### src/rtl/mem_io_bridge_pkg.sv
// Shared MMIO register map, STATUS bit positions and the address-select decode used by mem_io_bridge.
// The CPU bench imports this package so both sides agree on the register layout.
package mem_io_bridge_pkg;

  // Register offsets from MMIO_BASE
  localparam int unsigned MMIO_GPIO   = 0;
  localparam int unsigned MMIO_TXDATA = 1;
  localparam int unsigned MMIO_STATUS = 2;
  localparam int unsigned MMIO_TIMER  = 3;
  localparam int unsigned MMIO_NREGS  = 4;

  // STATUS register bit positions
  localparam int unsigned STAT_FULL    = 0;
  localparam int unsigned STAT_EMPTY   = 1;
  localparam int unsigned STAT_OVF     = 2;
  localparam int unsigned STAT_CNT_LSB = 8;

  typedef enum logic [2:0] {
    SEL_RAM,
    SEL_GPIO,
    SEL_TXDATA,
    SEL_STATUS,
    SEL_TIMER,
    SEL_NONE
  } sel_e;

  function automatic sel_e decode_sel(input logic is_mmio, input logic in_map, input logic [1:0] off);
    sel_e sel;
    sel = SEL_NONE;
    if (!is_mmio) begin
      sel = SEL_RAM;
    end else if (in_map) begin
      case (off)
        2'(MMIO_GPIO):   sel = SEL_GPIO;
        2'(MMIO_TXDATA): sel = SEL_TXDATA;
        2'(MMIO_STATUS): sel = SEL_STATUS;
        2'(MMIO_TIMER):  sel = SEL_TIMER;
        default:         sel = SEL_NONE;
      endcase
    end
    return sel;
  endfunction

endpackage

### src/rtl/mem_io_bridge_tx_fifo.sv
// tx_fifo: circular byte FIFO with full/empty/count and a registered head (0 when empty).
// Latency: a push is visible at the head one cycle later. Backpressure: push while full is refused unless a pop happens the same cycle.
module tx_fifo
  import mem_io_bridge_pkg::*;
#(
  parameter int WIDTH = 8,
  parameter int DEPTH = 4
) (
  input  logic                     clk,
  input  logic                     reset,
  input  logic                     push,
  input  logic                     pop,
  input  logic [WIDTH-1:0]         din,
  output logic                     full,
  output logic                     empty,
  output logic [$clog2(DEPTH):0]   count,
  output logic [WIDTH-1:0]         head
);

  localparam int AW = $clog2(DEPTH);
  localparam int CW = AW + 1;

  logic [WIDTH-1:0] mem_q [DEPTH];
  logic [WIDTH-1:0] mem_d [DEPTH];
  logic [AW-1:0]    wr_ptr_q, wr_ptr_d;
  logic [AW-1:0]    rd_ptr_q, rd_ptr_d;
  logic [CW-1:0]    count_q, count_d;
  logic             push_ok;
  logic             pop_ok;

  assign full    = (count_q == CW'(DEPTH));
  assign empty   = (count_q == '0);
  assign count   = count_q;
  assign pop_ok  = pop & ~empty;
  // A full FIFO still takes a push when the head leaves in the same cycle.
  assign push_ok = push & (~full | pop_ok);
  assign head    = empty ? '0 : mem_q[rd_ptr_q];

  always_comb begin
    mem_d    = mem_q;
    wr_ptr_d = wr_ptr_q;
    rd_ptr_d = rd_ptr_q;
    count_d  = count_q;
    if (push_ok) begin
      mem_d[wr_ptr_q] = din;
      wr_ptr_d        = wr_ptr_q + 1'b1;
    end
    if (pop_ok) begin
      rd_ptr_d = rd_ptr_q + 1'b1;
    end
    case ({push_ok, pop_ok})
      2'b10:   count_d = count_q + 1'b1;
      2'b01:   count_d = count_q - 1'b1;
      default: count_d = count_q;
    endcase
  end

  always_ff @(posedge clk) begin
    if (reset) begin
      wr_ptr_q <= '0;
      rd_ptr_q <= '0;
      count_q  <= '0;
    end else begin
      wr_ptr_q <= wr_ptr_d;
      rd_ptr_q <= rd_ptr_d;
      count_q  <= count_d;
    end
  end

  // Storage needs no reset: an empty count hides stale entries.
  always_ff @(posedge clk) begin
    mem_q <= mem_d;
  end

endmodule

### src/rtl/mem_io_bridge.sv
// mem_io_bridge: decodes CPU MAR into RAM or MMIO (GPIO, TX FIFO, STATUS, optional TIMER under MMIO_TIMER_EN).
// Latency: reads are combinational from cpu_mar; writes take effect on the next edge. Backpressure: TX pushes into a full FIFO are dropped and flag ovf.
module mem_io_bridge
  import mem_io_bridge_pkg::*;
#(
  parameter int                   BITS_DATA = 32,
  parameter int                   BITS_ADDR = 16,
  parameter int                   TX_DEPTH  = 4,
  parameter logic [BITS_ADDR-1:0] MMIO_BASE = 16'hFF00
) (
  input  logic                 clk,
  input  logic                 reset,
  input  logic [BITS_ADDR-1:0] cpu_mar,
  input  logic [BITS_DATA-1:0] cpu_mbr_w,
  input  logic                 cpu_write,
  output logic [BITS_DATA-1:0] cpu_mbr_r,
  output logic [BITS_ADDR-1:0] ram_addr,
  output logic [BITS_DATA-1:0] ram_din,
  output logic                 ram_we,
  input  logic [BITS_DATA-1:0] ram_dout,
  output logic [BITS_DATA-1:0] gpio_out,
  output logic [7:0]           tx_data,
  output logic                 tx_valid,
  input  logic                 tx_ready
);

  localparam int CW = $clog2(TX_DEPTH) + 1;

  logic                 write_q, write_d;
  logic [BITS_ADDR-1:0] mar_q, mar_d;
  logic [BITS_DATA-1:0] gpio_q, gpio_d;
  logic                 ovf_q, ovf_d;

  logic                 wr_stb;
  logic                 is_mmio;
  logic                 in_map;
  logic [BITS_ADDR-1:0] off;
  sel_e                 sel;
  logic [BITS_DATA-1:0] timer_rd;

  logic                 fifo_push;
  logic                 fifo_pop;
  logic                 fifo_full;
  logic                 fifo_empty;
  logic [CW-1:0]        fifo_count;

  // A held write level is one event; moving the address under it starts another.
  assign wr_stb  = cpu_write & (~write_q | (cpu_mar != mar_q));
  assign is_mmio = (cpu_mar >= MMIO_BASE);
  assign off     = cpu_mar - MMIO_BASE;
  assign in_map  = (off < BITS_ADDR'(MMIO_NREGS));
  assign sel     = decode_sel(is_mmio, in_map, off[1:0]);

  assign ram_addr = cpu_mar;
  assign ram_din  = cpu_mbr_w;
  assign ram_we   = wr_stb & (sel == SEL_RAM) & ~reset;
  assign gpio_out = gpio_q;

  assign fifo_push = wr_stb & (sel == SEL_TXDATA);
  assign fifo_pop  = tx_valid & tx_ready;
  assign tx_valid  = ~fifo_empty;

  tx_fifo #(
    .WIDTH (8),
    .DEPTH (TX_DEPTH)
  ) u_tx_fifo (
    .clk   (clk),
    .reset (reset),
    .push  (fifo_push),
    .pop   (fifo_pop),
    .din   (cpu_mbr_w[7:0]),
    .full  (fifo_full),
    .empty (fifo_empty),
    .count (fifo_count),
    .head  (tx_data)
  );

  always_comb begin
    write_d = cpu_write;
    mar_d   = cpu_mar;
    gpio_d  = gpio_q;
    if (wr_stb && sel == SEL_GPIO) begin
      gpio_d = cpu_mbr_w;
    end
    // A dropped push wins over a STATUS write clearing ovf.
    ovf_d = ovf_q;
    if (fifo_push && fifo_full && !fifo_pop) begin
      ovf_d = 1'b1;
    end else if (wr_stb && sel == SEL_STATUS) begin
      ovf_d = 1'b0;
    end
  end

  always_ff @(posedge clk) begin
    if (reset) begin
      write_q <= 1'b0;
      mar_q   <= '0;
      gpio_q  <= '0;
      ovf_q   <= 1'b0;
    end else begin
      write_q <= write_d;
      mar_q   <= mar_d;
      gpio_q  <= gpio_d;
      ovf_q   <= ovf_d;
    end
  end

`ifdef MMIO_TIMER_EN
  logic [BITS_DATA-1:0] timer_q, timer_d;

  always_comb begin
    timer_d = timer_q + 1'b1;
    if (wr_stb && sel == SEL_TIMER) begin
      timer_d = '0;
    end
  end

  always_ff @(posedge clk) begin
    if (reset) begin
      timer_q <= '0;
    end else begin
      timer_q <= timer_d;
    end
  end

  assign timer_rd = timer_q;
`else
  assign timer_rd = '0;
`endif

  always_comb begin
    cpu_mbr_r = '0;
    case (sel)
      SEL_RAM:    cpu_mbr_r = ram_dout;
      SEL_GPIO:   cpu_mbr_r = gpio_q;
      SEL_TXDATA: cpu_mbr_r[CW-1:0] = fifo_count;
      SEL_STATUS: begin
        cpu_mbr_r[STAT_FULL]           = fifo_full;
        cpu_mbr_r[STAT_EMPTY]          = fifo_empty;
        cpu_mbr_r[STAT_OVF]            = ovf_q;
        cpu_mbr_r[STAT_CNT_LSB +: CW]  = fifo_count;
      end
      SEL_TIMER:  cpu_mbr_r = timer_rd;
      default:    cpu_mbr_r = '0;
    endcase
  end

endmodule

### config.mk
export PLATFORM = sky130hd
export DESIGN_NAME = mem_io_bridge
export DESIGN_NICKNAME = d
export VERILOG_FILES = /design/src/rtl/mem_io_bridge_pkg.sv /design/src/rtl/mem_io_bridge_tx_fifo.sv /design/src/rtl/mem_io_bridge.sv
export SDC_FILE = /design/constraint.sdc
export NUM_CORES = 1
export LEC_CHECK = 0
export BUFFER_PORTS_ARGS = -buffer_cell sky130_fd_sc_hd__buf_2
export CAP_MARGIN = 20
export CORE_ASPECT_RATIO = 1.1
export CORE_MARGIN = 2
export CORE_UTILIZATION = 43
export CTS_CLUSTER_SIZE = 10
export DETAILED_ROUTE_END_ITERATION = 10
export PLACE_DENSITY = 0.72
export SLEW_MARGIN = 5
export SYNTH_ARGS = -nofsm -noshare
export SYNTH_HDL_FRONTEND = slang
export SYNTH_SLANG_ARGS = --single-unit
### constraint.sdc
create_clock -name clk -period 3.2 [get_ports clk]
set_clock_uncertainty 0.1 [all_clocks]
set_input_delay 0.64 -clock clk [delete_from_list [all_inputs] [get_ports clk]]
set_output_delay 0.64 -clock clk [all_outputs]
set_load 0.005 [all_outputs]
After elaboration in Yosys (flattened, before gate mapping)
Cells that the tools add are included.
- word-level logic and storage cells: 74
- register bits after elaboration: 89
- bits in writable memories: 0
- bits in latches: 0
- bits of input ports: 84
- output and inout port bits: 122
- memories kept: 0
- memory bits (read-only): 0
- equal/unequal tests: 10
- reductions and logical operators: 11
- $lt $le $gt $ge: 5
- div/mod/pow operators: 0
- shifts and indexed selects: 0
- multiply operators: 0
- muxes and demuxes: 17
- add/sub/neg operators: 5
- bitwise logic cells: 15
- operators by type and width (kind ; count):
    $pmux W21 S2 ; 1
    $bwmux W32 ; 1
    $mux W8 ; 4
    $pmux W3 S4 ; 2
    $bmux W8 S2 ; 1
    $demux W8 S2 ; 1
    $ge A16 B16 Y1 const B ; 1
    $lt A16 B3 Y1 const B ; 1
    $ne A16 B16 Y1 ; 1
    $sub A16 B16 Y16 const B ; 1
    $pmux W5 S2 ; 1
    $pmux W3 S3 ; 1
    $and A1 B1 Y1 ; 7
    $eq A2 B2 Y1 const B ; 3
    $eq A3 B2 Y1 const B ; 2
    $ge A3 B3 Y1 const B ; 2
    $logic_not A3 Y1 ; 2
    $mux W3 ; 2
    $not A2 Y3 ; 2
    $pmux W3 S2 ; 1
    $logic_and A1 B1 Y1 ; 5
    $add A2 B1 Y2 const B ; 2
    $eq A2 B1 Y1 const B ; 2
    $not A1 Y1 ; 4
    other kinds (10) ; 13

Depth between registers and ports, before layout
Gate-level depths: netlist (run 1).
- depth in word-level cells: 10
- depth in mapped cells: 12
- gate-level depth less buffers: 12

Modules after synthesis
A second synthesis (run 1) with hierarchy kept.
- cell total of the unflattened synthesis: 429
- area, all modules: 4809.6 sq um
- by module, submodules not included (module ; area an instance (sq um) ; cells each ; instances ; seq. area each (sq um)):
    mem_io_bridge ; 3078.0 ; 327 ; 1 ; 1001.0
    tx_fifo ; 1731.7 ; 102 ; 1 ; 1101.1

Worst setup path before layout (run 1)
OpenSTA, ideal clock, no wires.
- path type: in2reg
- start: in cpu_mar[0]
- end: reg u_tx_fifo.count_q[2], in the netlist u_tx_fifo.count[2]
- arrival time: 3.121 ns
- path buffers: 0
- path slack: -0.091 ns
- required time: 3.029 ns
- cell stages on the path: 12
- library setup time: 0.071 ns
- cell sequence: ha_1 > or4_4 > nor4_4 > nand3_1 > a311oi_2 > inv_1 > ha_1 > inv_1 > fa_1 > xor2_1 > or3_1 > a21oi_1
- cells in the longest elaborated chain, start to end: 10
- elaborated cells on any way between the ends: 20
- classes of those cells: add/sub: 1; order compare: 2; eq/ne: 7; mux: 4; bitwise: 4; reduce/logical: 2
- RTL lines (item ; line ; text):
    from (decl) ; mem_io_bridge.sv:13 ; input logic [BITS_ADDR-1:0] cpu_mar,
    branches (longest 6 deep; another with $sub A16 B16 Y16) ; - ;
    $and A1 B1 Y1 * ; mem_io_bridge.sv:59 ; assign fifo_push = wr_stb & (sel == SEL_TXDATA);
    $and A1 B1 Y1 * ; mem_io_bridge_tx_fifo.sv:36 ; assign push_ok = push & (~full | pop_ok);
    $eq A2 B1 Y1 or $eq A2 B2 Y1 (tied branches) ; mem_io_bridge_tx_fifo.sv:51 ; case ({push_ok, pop_ok})
    $pmux W3 S2 or $reduce_bool A2 Y1 (tied branches) ; - ;
    to (signal assigned) ; mem_io_bridge_tx_fifo.sv:66 ; count_q <= count_d;
    to (decl) ; mem_io_bridge_tx_fifo.sv:27 ; logic [CW-1:0] count_q, count_d;
Every way passes the cells marked *.
A chain may end at the register's enable or synchronous reset.

Final worst setup path (run 1)
- start: in cpu_mar[1]
- end: out cpu_mbr_r[4]
- cells in the longest elaborated chain, start to end: 7
- elaborated cells on any way between the ends: 13
- classes of those cells: add/sub: 1; order compare: 2; eq/ne: 4; mux: 4; reduce/logical: 2
- RTL lines (item ; line ; text):
    branches (longest 4 deep; another with $sub A16 B16 Y16) ; - ;
    $mux W3 * ; mem_io_bridge_pkg.sv:30 ; if (!is_mmio) begin
    $eq A3 B1 Y1 or $logic_not A3 Y1 (tied branches) ; mem_io_bridge.sv:133 ; case (sel)
    $pmux W5 S2 * ; mem_io_bridge.sv:133 ;
    to (decl) ; mem_io_bridge.sv:16 ; output logic [BITS_DATA-1:0] cpu_mbr_r,
Marked as above.

==> impl_metrics.toml, run 1 <==
[status]
outcome = "completed"

[synthesis]
synth.largest_area_cell = "dfxtp_1"
avgSynthCellArea_um2 = 10.95
ys_ff_latch = 89
synthMostInstantiatedCell = "nand2b_1"
async_reset_ff_share_pct = 0
yosysSeqAreaShare_pct = 44.03
synth_nets = 530
yosysTopAreaCellShare_pct = 23.90
synth_cell_type_count = 49
ys.warnings.count = 0
syn-cell-area_um2 = 4775
synthesis.instances = 436
synth_commonest_cells = "67 x nand2b_1, 57 x dfxtp_1, 48 x buf_4"
synth_area_leaders = "dfxtp_1 24%, edfxtp_1 20%, nand2b_1 8.8%, buf_4 7.5%, mux2i_1 6.9%"
synth_edf_count = 32
synth_ff_type = "dfxtp_1"

[clocking]
root_buffer = "clkbuf_16"
cts_made_buffers = 9
path_clk_slew_ps = 60
clock_path_buffers = 2
ctsHoldBuffers = 0
cts.sink_count = 89
cts_tree = "done"
clock_latency_ps = 330
cts-htree-levels = 3

[timing]
setup_violations = 0
max-slew-margin-rel_pct = 52.89
fmax_mhz = 315.5
fin_crit_ps = 3170
hold_viol = 0
tightest_slew_ps = 706.6
setup_slack_ps = 30.17
min_period_over_period_pct = 99.06
drv_slew = 0

[finish]
finalNetCount = 709
n_antenna_cell = 0
fin_cells = 767
area_delta_synth_final_pct = 29.11
postLayoutCellArea_um2 = 6165
drive_gt1_share_pct = 45.16
final_core_util_pct = 56.76

[worst_setup_path]
worstPathMaxFanout = 13
r2r-start = "mar_q[1]$_SDFF_PP0_"
cp_slowest_cell = "or4_4"
worst_ep_arrival_time_ps = 2430
crit_type = "in2out"
critical-path-max-stage-delay_ps = 460
start_kind = "input pin"
path_buf_inv = 3
end_kind = "primary output"
crit_family = "simple AND/OR/NAND/NOR gates"
crit_start = "cpu_mar[1]"
crit_chain = "buf_4 > ha_4 > or4_4 > nor4b_4 > or2_4 > clkbuf_16 > a22o_1 > buf_2"
cp.required_ps = 2460

[grt]
grt_pass1_wl_mm = 17.97
antenna_found_initial = 0
grt-ovfl-total = 0
track_usage_pct = 19.18
grt_pass1_vias = 3664
grt_max_degree = 91

[worst_hold_path]
worstHoldStart = "ovf_q$_SDFFE_PP0P_"
hold_path_class = "reg2reg"

[route]
drt_pre_antenna_iters = 4
vias_per_cell = 4.956
avgRoutedWirePerCell_um = 15.93
routed_wl_mm = 12.22
drc = 0
postRouteAntennaNets = 0
routed-via-count = 3801
drtIter0Drc = 118

[pwr]
ir_drop_v = 0.0002895
power_mw = 2.460
power_density_nw_per_um2 = 399.0
p_leak_nw = 2.647

[placement]
dp.cells = 748
gp_congestion = 0.8430
post-place-ws_ps = -228.9
dpl.hpwl_mm = 8.416
port_buffers = 205
placed_cell_area_um2 = 5752

[die]
die_x_um = 104.5
die_h_um = 114.5
core_area_um2 = 10860
start_util_pct = 43.96
rows = 40
dieArea_um2 = 11960
ioPinCount = 206

[run]
drv_cap = 0
path summary, 6_finish.rpt:
check	endpoint	cells past startpoint	slack (ps)
min	ovf_q$_SDFFE_PP0P_	2	380
min reg2reg	ovf_q$_SDFFE_PP0P_	2	380
max	cpu_mbr_r[4]	8	30
max reg2reg	u_tx_fifo.count[2]$_SDFFE_PP0P_	11	350
worst reg2reg max path: cells and delay by family (launching register included):
kind                     cells  cell delay [ps]
AO/OA/AOI/OAI                2              310
AND/OR/NAND/NOR              3             1030
XOR/XNOR                     2              330
adder cells (fa/ha/maj)      2              540
buffers and inverters        2              140
flip-flops                   1              310
per-stage QoR:
stage | hold WS (ps) | setup TNS [ps]
floorplan | 343.4 | 0
global placement | 366.4 | -573.2
detailed placement | 365.7 | -1327
CTS | 383.3 | 0
global route | 402.4 | -7.198
finish | 382.8 | 0
metal layers:
layer | global-route usage [%] | wire length (um) | vias up
met5 | 0 | 0 | -
met4 | 6.577 | 162 | 0
met3 | 3.244 | 506 | 9
li1 | - | - | 1837
met2 | 33.81 | 6370 | 118
met1 | 23.86 | 5179 | 1837
power breakdown:
part           total (mW)  switching, mW  internal (mW)
Combinational       0.271          0.127          0.144
Clock                1.00          0.463          0.539
Sequential           1.19        0.00503           1.18
Total                2.46          0.595           1.86
registers in the layout, indices dropped and copies added, names as in the netlist:
register / count
gpio_out: 32
u_tx_fifo.wr_ptr_q: 2
mar_q: 16
u_tx_fifo.count: 3
u_tx_fifo.rd_ptr_q: 2
write_q: 1
ovf_q: 1
u_tx_fifo.mem_q: 32
area by class of cell:
| class | count | area, um^2 |
|---|---|---|
| multi-input combinational | 267 | 2186 |
| clock buffer | 10 | 229.0 |
| timing repair buffer | 239 | 1380 |
| inverter | 9 | 33.78 |
| fill | 952 | 4696 |
| tap | 147 | 183.9 |
| sequential | 89 | 2102 |
| clock inverter | 6 | 50.05 |
cell usage in the layout, fill, tap and decap left out, types with 2 or more instances in the layout:
master / n
buf_2: 204
nand2b_1: 67
dfxtp_1: 57
mux2i_1: 33
edfxtp_1: 32
buf_4: 28
a22o_1: 26
nor2b_1: 15
and2_1: 13
xnor2_1: 13
nand2_1: 13
nor2_1: 11
clkbuf_16: 11
inv_1: 9
mux4_2: 8
ha_1: 8
xor2_1: 7
nand4_1: 6
nand3_1: 5
o21ai_0: 3
a22oi_1: 3
a21oi_1: 3
inv_6: 3
buf_12: 3
nor4_2: 2
or3_1: 2
nand3_2: 2
o211ai_1: 2
logic make-up after synthesis:
kind of cell	Yosys count	share of synthesized area (%)
XOR/XNOR	20	3.669
AO/OA/AOI/OAI	45	7.966
flip-flops	89	44.03
buffers and inverters	80	11.24
multiplexers	42	10.93
AND/OR/NAND/NOR	150	19.39
adder cells (fa/ha/maj)	10	2.778
timing repair:
action / in CTS / in global routing
pin swaps: 0 / 6
cloned: 1 / 2
resized for setup: 4 / 10
buffers inserted: 0 / 1
endpoints found under the setup margin: 28 / 34
(Power assumes the default switching activity.)
==> inputs of run 2 (changes only) <==
--- a/config.mk
+++ b/config.mk
@@ -9,10 +9,10 @@
 export CAP_MARGIN = 20
 export CORE_ASPECT_RATIO = 1.1
 export CORE_MARGIN = 2
-export CORE_UTILIZATION = 43
+export CORE_UTILIZATION = 52
 export CTS_CLUSTER_SIZE = 10
 export DETAILED_ROUTE_END_ITERATION = 10
-export PLACE_DENSITY = 0.72
+export PLACE_DENSITY = 0.82
 export SLEW_MARGIN = 5
 export SYNTH_ARGS = -nofsm -noshare
 export SYNTH_HDL_FRONTEND = slang
==> constraint.sdc (replaced) <==
create_clock -name clk -period 4.03 [get_ports clk]
set_clock_uncertainty 0.1 [all_clocks]
set_input_delay 0.806 -clock clk [delete_from_list [all_inputs] [get_ports clk]]
set_output_delay 0.806 -clock clk [all_outputs]
set_load 0.005 [all_outputs]
==> impl_metrics.toml, run 2 (synthesis results as in run 1) <==
[timing]
setup_slack_ps = 232.6
fmax_mhz = 263.3
rsz0062_at_grt = "false"
hold_viol = 0
tightest_slew_ps = 683.4
fin_crit_ps = 3797
drv_slew = 0
setup_violations = 0
min_period_over_period_pct = 94.23
max-slew-margin-rel_pct = 54.44
tns_ps = 0

[placement]
dpl.hpwl_mm = 8.795
post-place-ws_ps = 190.6
dp.cells = 692
gp_congestion = 0.8877
port_buffers = 205

[route]
drt_pre_antenna_iters = 5
routed-via-count = 3753
routed_wl_mm = 11.64
vias_per_cell = 5.301
avgRoutedWirePerCell_um = 16.44
drtIter0Drc = 228
postRouteAntennaNets = 0
drc = 0

[clocking]
cts_resized = 0
cts.sink_count = 89
clock_latency_ps = 350
clock_path_buffers = 2
cts-htree-levels = 3
root_buffer = "clkbuf_8"
cts_made_buffers = 9
cts_setup_buffers = 0
path_clk_slew_ps = 80
cts_tree = "done"
ctsHoldBuffers = 0

[worst_setup_path]
worst_ep_arrival_time_ps = 2890
worstPathMaxFanout = 31
crit_type = "in2out"
reg2reg_slack_ps = 860
end_kind = "primary output"
r2r-start = "mar_q[1]$_SDFF_PP0_"
r2r_cells = 11
start_kind = "input pin"
rr_endpoint = "u_tx_fifo.count[2]$_SDFFE_PP0P_"
cp.required_ps = 3120

[die]
die_x_um = 95.36
core_area_um2 = 8874
die_h_um = 104.5
dieArea_um2 = 9965
start_util_pct = 53.81
rows = 36
ioPinCount = 206

[worst_hold_path]
worstHoldStart = "ovf_q$_SDFFE_PP0P_"
hold_path_class = "reg2reg"
hold_depth = 2
min_to = "ovf_q$_SDFFE_PP0P_"

[run]
drv_cap = 0

[grt]
grt_pass1_vias = 3647
grt_pass1_wl_mm = 18.06
grt-ovfl-total = 0
track_usage_pct = 23.47
grt_max_degree = 91
antenna_found_initial = 0

[pwr]
power_mw = 1.768
power_density_nw_per_um2 = 309.4
ir_drop_v = 0.0002012
p_leak_nw = 2.442

[finish]
nFillCells = 726
final_core_util_pct = 64.40
layout_commonest_cell = "buf_2"
layout_common_cells = "205 x buf_2, 67 x nand2b_1, 57 x dfxtp_1"
area_delta_synth_final_pct = 19.68
finalNetCount = 683
fin_cells = 708
n_antenna_cell = 0
drive_gt1_share_pct = 41.58

[status]
outcome = "completed"
run 2: changes by cell type in the layout (fill, tap and decap cells not counted), moves of 2 or more:
cell       delta
clkinv_4      +2
buf_12        -2
clkbuf_8      +9
clkbuf_16    -11
buf_4        -21
run 2: layout make-up:
class / instances / area [um^2] / area share [%]
repair buffers: 213 / 1099 / 19.22
clock inverters: 6 / 73.82 / 1.292
well taps: 114 / 142.6 / 2.496
inverters: 9 / 33.78 / 0.5912
clock buffers: 10 / 127.6 / 2.233
flip-flops and latches: 89 / 2102 / 36.79
multi-input cells: 267 / 2136 / 37.38
run 2: critical path, stage by stage:
cell,delay [ps]
buf_2,120
inv_1,100
ha_1,220
nor2_1,380
nor4b_1,490
or2_2,240
buf_12,190
a22o_1,200
buf_2,130
run 2: worst max-delay path by stage:
stage / start / to / slack (ps) / cells past startpoint
4_1_cts: cpu_mar[0] / cpu_mbr_r[28] / 250 / 8
3_5_place_dp: cpu_mar[0] / u_tx_fifo.count[2]$_SDFFE_PP0P_ / 190 / 13
3_3_place_gp: cpu_mar[0] / cpu_mbr_r[20] / 270 / 8
2_1_floorplan: cpu_mar[0] / u_tx_fifo.count[2]$_SDFFE_PP0P_ / 570 / 12
5_1_grt: cpu_mar[1] / cpu_mbr_r[20] / 160 / 8
6_report: cpu_mar[0] / cpu_mbr_r[28] / 230 / 9
run 2: per-layer routing:
| metal | wire length [um] | GRT usage (%) | vias up |
|---|---|---|---|
| li1 | - | - | 1774 |
| met1 | 4708 | 29.33 | 1791 |
| met2 | 5914 | 40.09 | 167 |
| met3 | 775 | 3.986 | 21 |
| met4 | 243 | 8.489 | 0 |
| met5 | 0 | 0 | - |
run 2: report_power, final:
group | internal, mW | total [mW] | switching (mW)
sequential | 0.937 | 0.941 | 0.00406
clock | 0.296 | 0.626 | 0.330
combinational | 0.104 | 0.201 | 0.0970
total | 1.34 | 1.77 | 0.431
run 2: per-stage QoR:
| step | hold slack [ps] | cell area, um^2 |
|---|---|---|
| global placement | 359.4 | 5513 |
| floorplan | 343.4 | 4775 |
| global route | 406.0 | 5714 |
| finish | 390.0 | 5714 |
| CTS | 392.7 | 5714 |
| detailed placement | 375.6 | 5513 |
==> inputs of run 3 (changes only) <==
--- a/config.mk
+++ b/config.mk
@@ -5,14 +5,14 @@
 export SDC_FILE = /design/constraint.sdc
 export NUM_CORES = 1
 export LEC_CHECK = 0
+export ABC_AREA = 1
 export BUFFER_PORTS_ARGS = -buffer_cell sky130_fd_sc_hd__buf_2
-export CAP_MARGIN = 20
 export CORE_ASPECT_RATIO = 1.1
 export CORE_MARGIN = 2
-export CORE_UTILIZATION = 52
+export CORE_UTILIZATION = 40
 export CTS_CLUSTER_SIZE = 10
 export DETAILED_ROUTE_END_ITERATION = 10
-export PLACE_DENSITY = 0.82
+export PLACE_DENSITY = 0.65
 export SLEW_MARGIN = 5
 export SYNTH_ARGS = -nofsm -noshare
 export SYNTH_HDL_FRONTEND = slang
==> impl_metrics.toml, run 3 <==
[die]
ioPinCount = 206
rows = 41
start_util_pct = 40.93
die_x_um = 107.2
core_area_um2 = 11440
dieArea_um2 = 12590
die_h_um = 117.5

[timing]
min_period_over_period_pct = 83.90
max-slew-margin-rel_pct = 18.58
rsz0062_at_grt = "false"
tightest_slew_ps = 1220
fmax_mhz = 295.8
hold_viol = 0
setup_violations = 0
tns_ps = 0
drv_slew = 0
fin_crit_ps = 3381

[synthesis]
ys_ff_latch = 89
synth_cell_type_count = 27
yosysTopAreaCellShare_pct = 24.37
avgSynthCellArea_um2 = 7.281
synth.largest_area_cell = "dfxtp_1"
synth_nets = 737
synth_edf_count = 32
yosysSeqAreaShare_pct = 44.90
synthMostInstantiatedCell = "nand2_1"
ys.warnings.count = 0
synth_area_leaders = "dfxtp_1 24%, edfxtp_1 21%, nand2_1 12%, nor2_1 11%, buf_4 8.2%"
synthesis.instances = 643
async_reset_ff_share_pct = 0
synth_ff_type = "dfxtp_1"
synth_commonest_cells = "154 x nand2_1, 141 x nor2_1, 87 x inv_1"
syn-cell-area_um2 = 4682

[finish]
area_delta_synth_final_pct = 23.17
nFillCells = 1129
layout_common_cells = "205 x buf_2, 154 x nand2_1, 140 x nor2_1"
finalNetCount = 890
layout_commonest_cell = "buf_2"
drive_gt1_share_pct = 29.46

[clocking]
cts_resized = 0
ctsHoldBuffers = 0
cts_made_buffers = 9
clock_path_buffers = 2
cts.sink_count = 89
root_buffer = "clkbuf_16"
path_clk_slew_ps = 70
clock_latency_ps = 330
cts_setup_buffers = 0
cts-htree-levels = 3
cts_tree = "done"

[status]
outcome = "completed"

[pwr]
p_leak_nw = 3.103
power_density_nw_per_um2 = 356.9
ir_drop_v = 0.0001881
power_mw = 2.058

[worst_setup_path]
cp-endpoint = "cpu_mbr_r[10]"
critical-path-max-stage-delay_ps = 360
worstPathMaxFanout = 5
worst_ep_arrival_time_ps = 2480
end_kind = "primary output"
r2r_cells = 15
crit_start = "cpu_mar[0]"
crit_type = "in2out"
crit_top_cell = "inv_1"
cp_slowest_cell = "nor2_1"
reg2reg_slack_ps = 1490
cp.required_ps = 3120
crit_family = "simple AND/OR/NAND/NOR gates"
r2r-start = "mar_q[1]$_SDFF_PP0_"
start_kind = "input pin"
path_buf_inv = 5
rr_endpoint = "u_tx_fifo.count[2]$_SDFFE_PP0P_"
crit_cells = 10
crit_chain = "buf_2 > inv_1 > ha_1 > inv_1 > nor2_1 > nand2_1 > nor2_1 > inv_1 > o221ai_1 > buf_2"

[route]
routed_wl_mm = 12.49
drtIter0Drc = 237
drc = 0
avgRoutedWirePerCell_um = 13.11
vias_per_cell = 4.562
routed-via-count = 4343
postRouteAntennaNets = 0
drt_pre_antenna_iters = 4

[placement]
port_buffers = 205
gp_congestion = 0.7703
dpl.hpwl_mm = 9.336

[worst_hold_path]
hold_path_class = "reg2reg"
worstHoldStart = "ovf_q$_SDFFE_PP0P_"

[grt]
grt-ovfl-total = 0
track_usage_pct = 19.96
grt_pass1_vias = 4065
grt_pass1_wl_mm = 19.77
antenna_found_initial = 1
grt_max_degree = 65

[run]
drv_cap = 0
## run 3: cell count changes after synthesis, moves of 15 or more
| cell | before | now |
|---|---|---|
| a22o_1 | 26 | 0 |
| o21ai_0 | 3 | 49 |
| nand2_1 | 13 | 154 |
| nor2_1 | 11 | 141 |
| mux2i_1 | 33 | 0 |
| nor2b_1 | 15 | 0 |
| inv_1 | 9 | 87 |
| nand2b_1 | 67 | 0 |
## run 3: worst min-delay path by stage
stage	endpoint	slack [ps]	cells past startpoint
5_1_grt	ovf_q$_SDFFE_PP0P_	410	2
2_1_floorplan	ovf_q$_SDFFE_PP0P_	340	2
3_5_place_dp	ovf_q$_SDFFE_PP0P_	360	2
3_3_place_gp	ovf_q$_SDFFE_PP0P_	350	2
6_report	ovf_q$_SDFFE_PP0P_	370	2
4_1_cts	ovf_q$_SDFFE_PP0P_	370	2
## run 3: layout make-up
class | count | area (um^2) | share of cell area, %
Sequential cell | 89 | 2102 | 36.45
Multi-Input combinational cell | 394 | 1757 | 30.46
Timing Repair Buffer | 214 | 1094 | 18.96
Inverter | 88 | 330.3 | 5.728
Clock buffer | 9 | 225.2 | 3.905
Tap cell | 150 | 187.7 | 3.255
Clock inverter | 7 | 68.82 | 1.193
Antenna cell | 1 | 2.502 | 0.04339
## run 3: per-layer routing
metal	vias to the layer above	GRT usage (%)	share of wire, %
met2	161	34.45	49
li1	2226	-	-
met1	1947	24.77	43
met4	0	5.357	1.1
met5	-	0	0
met3	9	4.707	7.1
## run 3: logic make-up after synthesis
| kind of cell | share of synthesized area, % |
|---|---|
| adders and majority gates | 2.833 |
| DFF | 44.90 |
| buffers and inverters | 17.64 |
| AOI/OAI and AO/OA | 8.285 |
| and+or+nand+nor | 25.98 |
| xor gates and xnor gates | 0.3742 |
## run 3: where the power goes
group	leakage, nW	switching, mW	internal (mW)
sequential	0.752	0.0109	0.944
clock	0.138	0.385	0.434
combinational	2.21	0.163	0.120
## run 3: stage by stage
| step | instance area [um^2] | utilization, % | std cells | worst slack [ps] | hold slack (ps) |
|---|---|---|---|---|---|
| 2_1_floorplan | 4682 | - | 643 | 1132 | 339.3 |
| 3_3_place_gp | 5470 | 47.82 | 935 | 707.5 | 349.1 |
| 3_5_place_dp | 5470 | 47.82 | 935 | 650.3 | 361.9 |
| 4_1_cts | 5764 | 50.39 | 951 | 636.4 | 372.3 |
| 5_1_grt | 5764 | 50.39 | 951 | 456.2 | 410.9 |
| 6_report | 5767 | 50.41 | 952 | 649.0 | 370.1 |
## run 3: worst min-delay path: cells and delay by family, from the launching register on
family / cells / cell delay (ps)
compound gates: 1 / 50
flops: 1 / 310
simple gates: 1 / 60
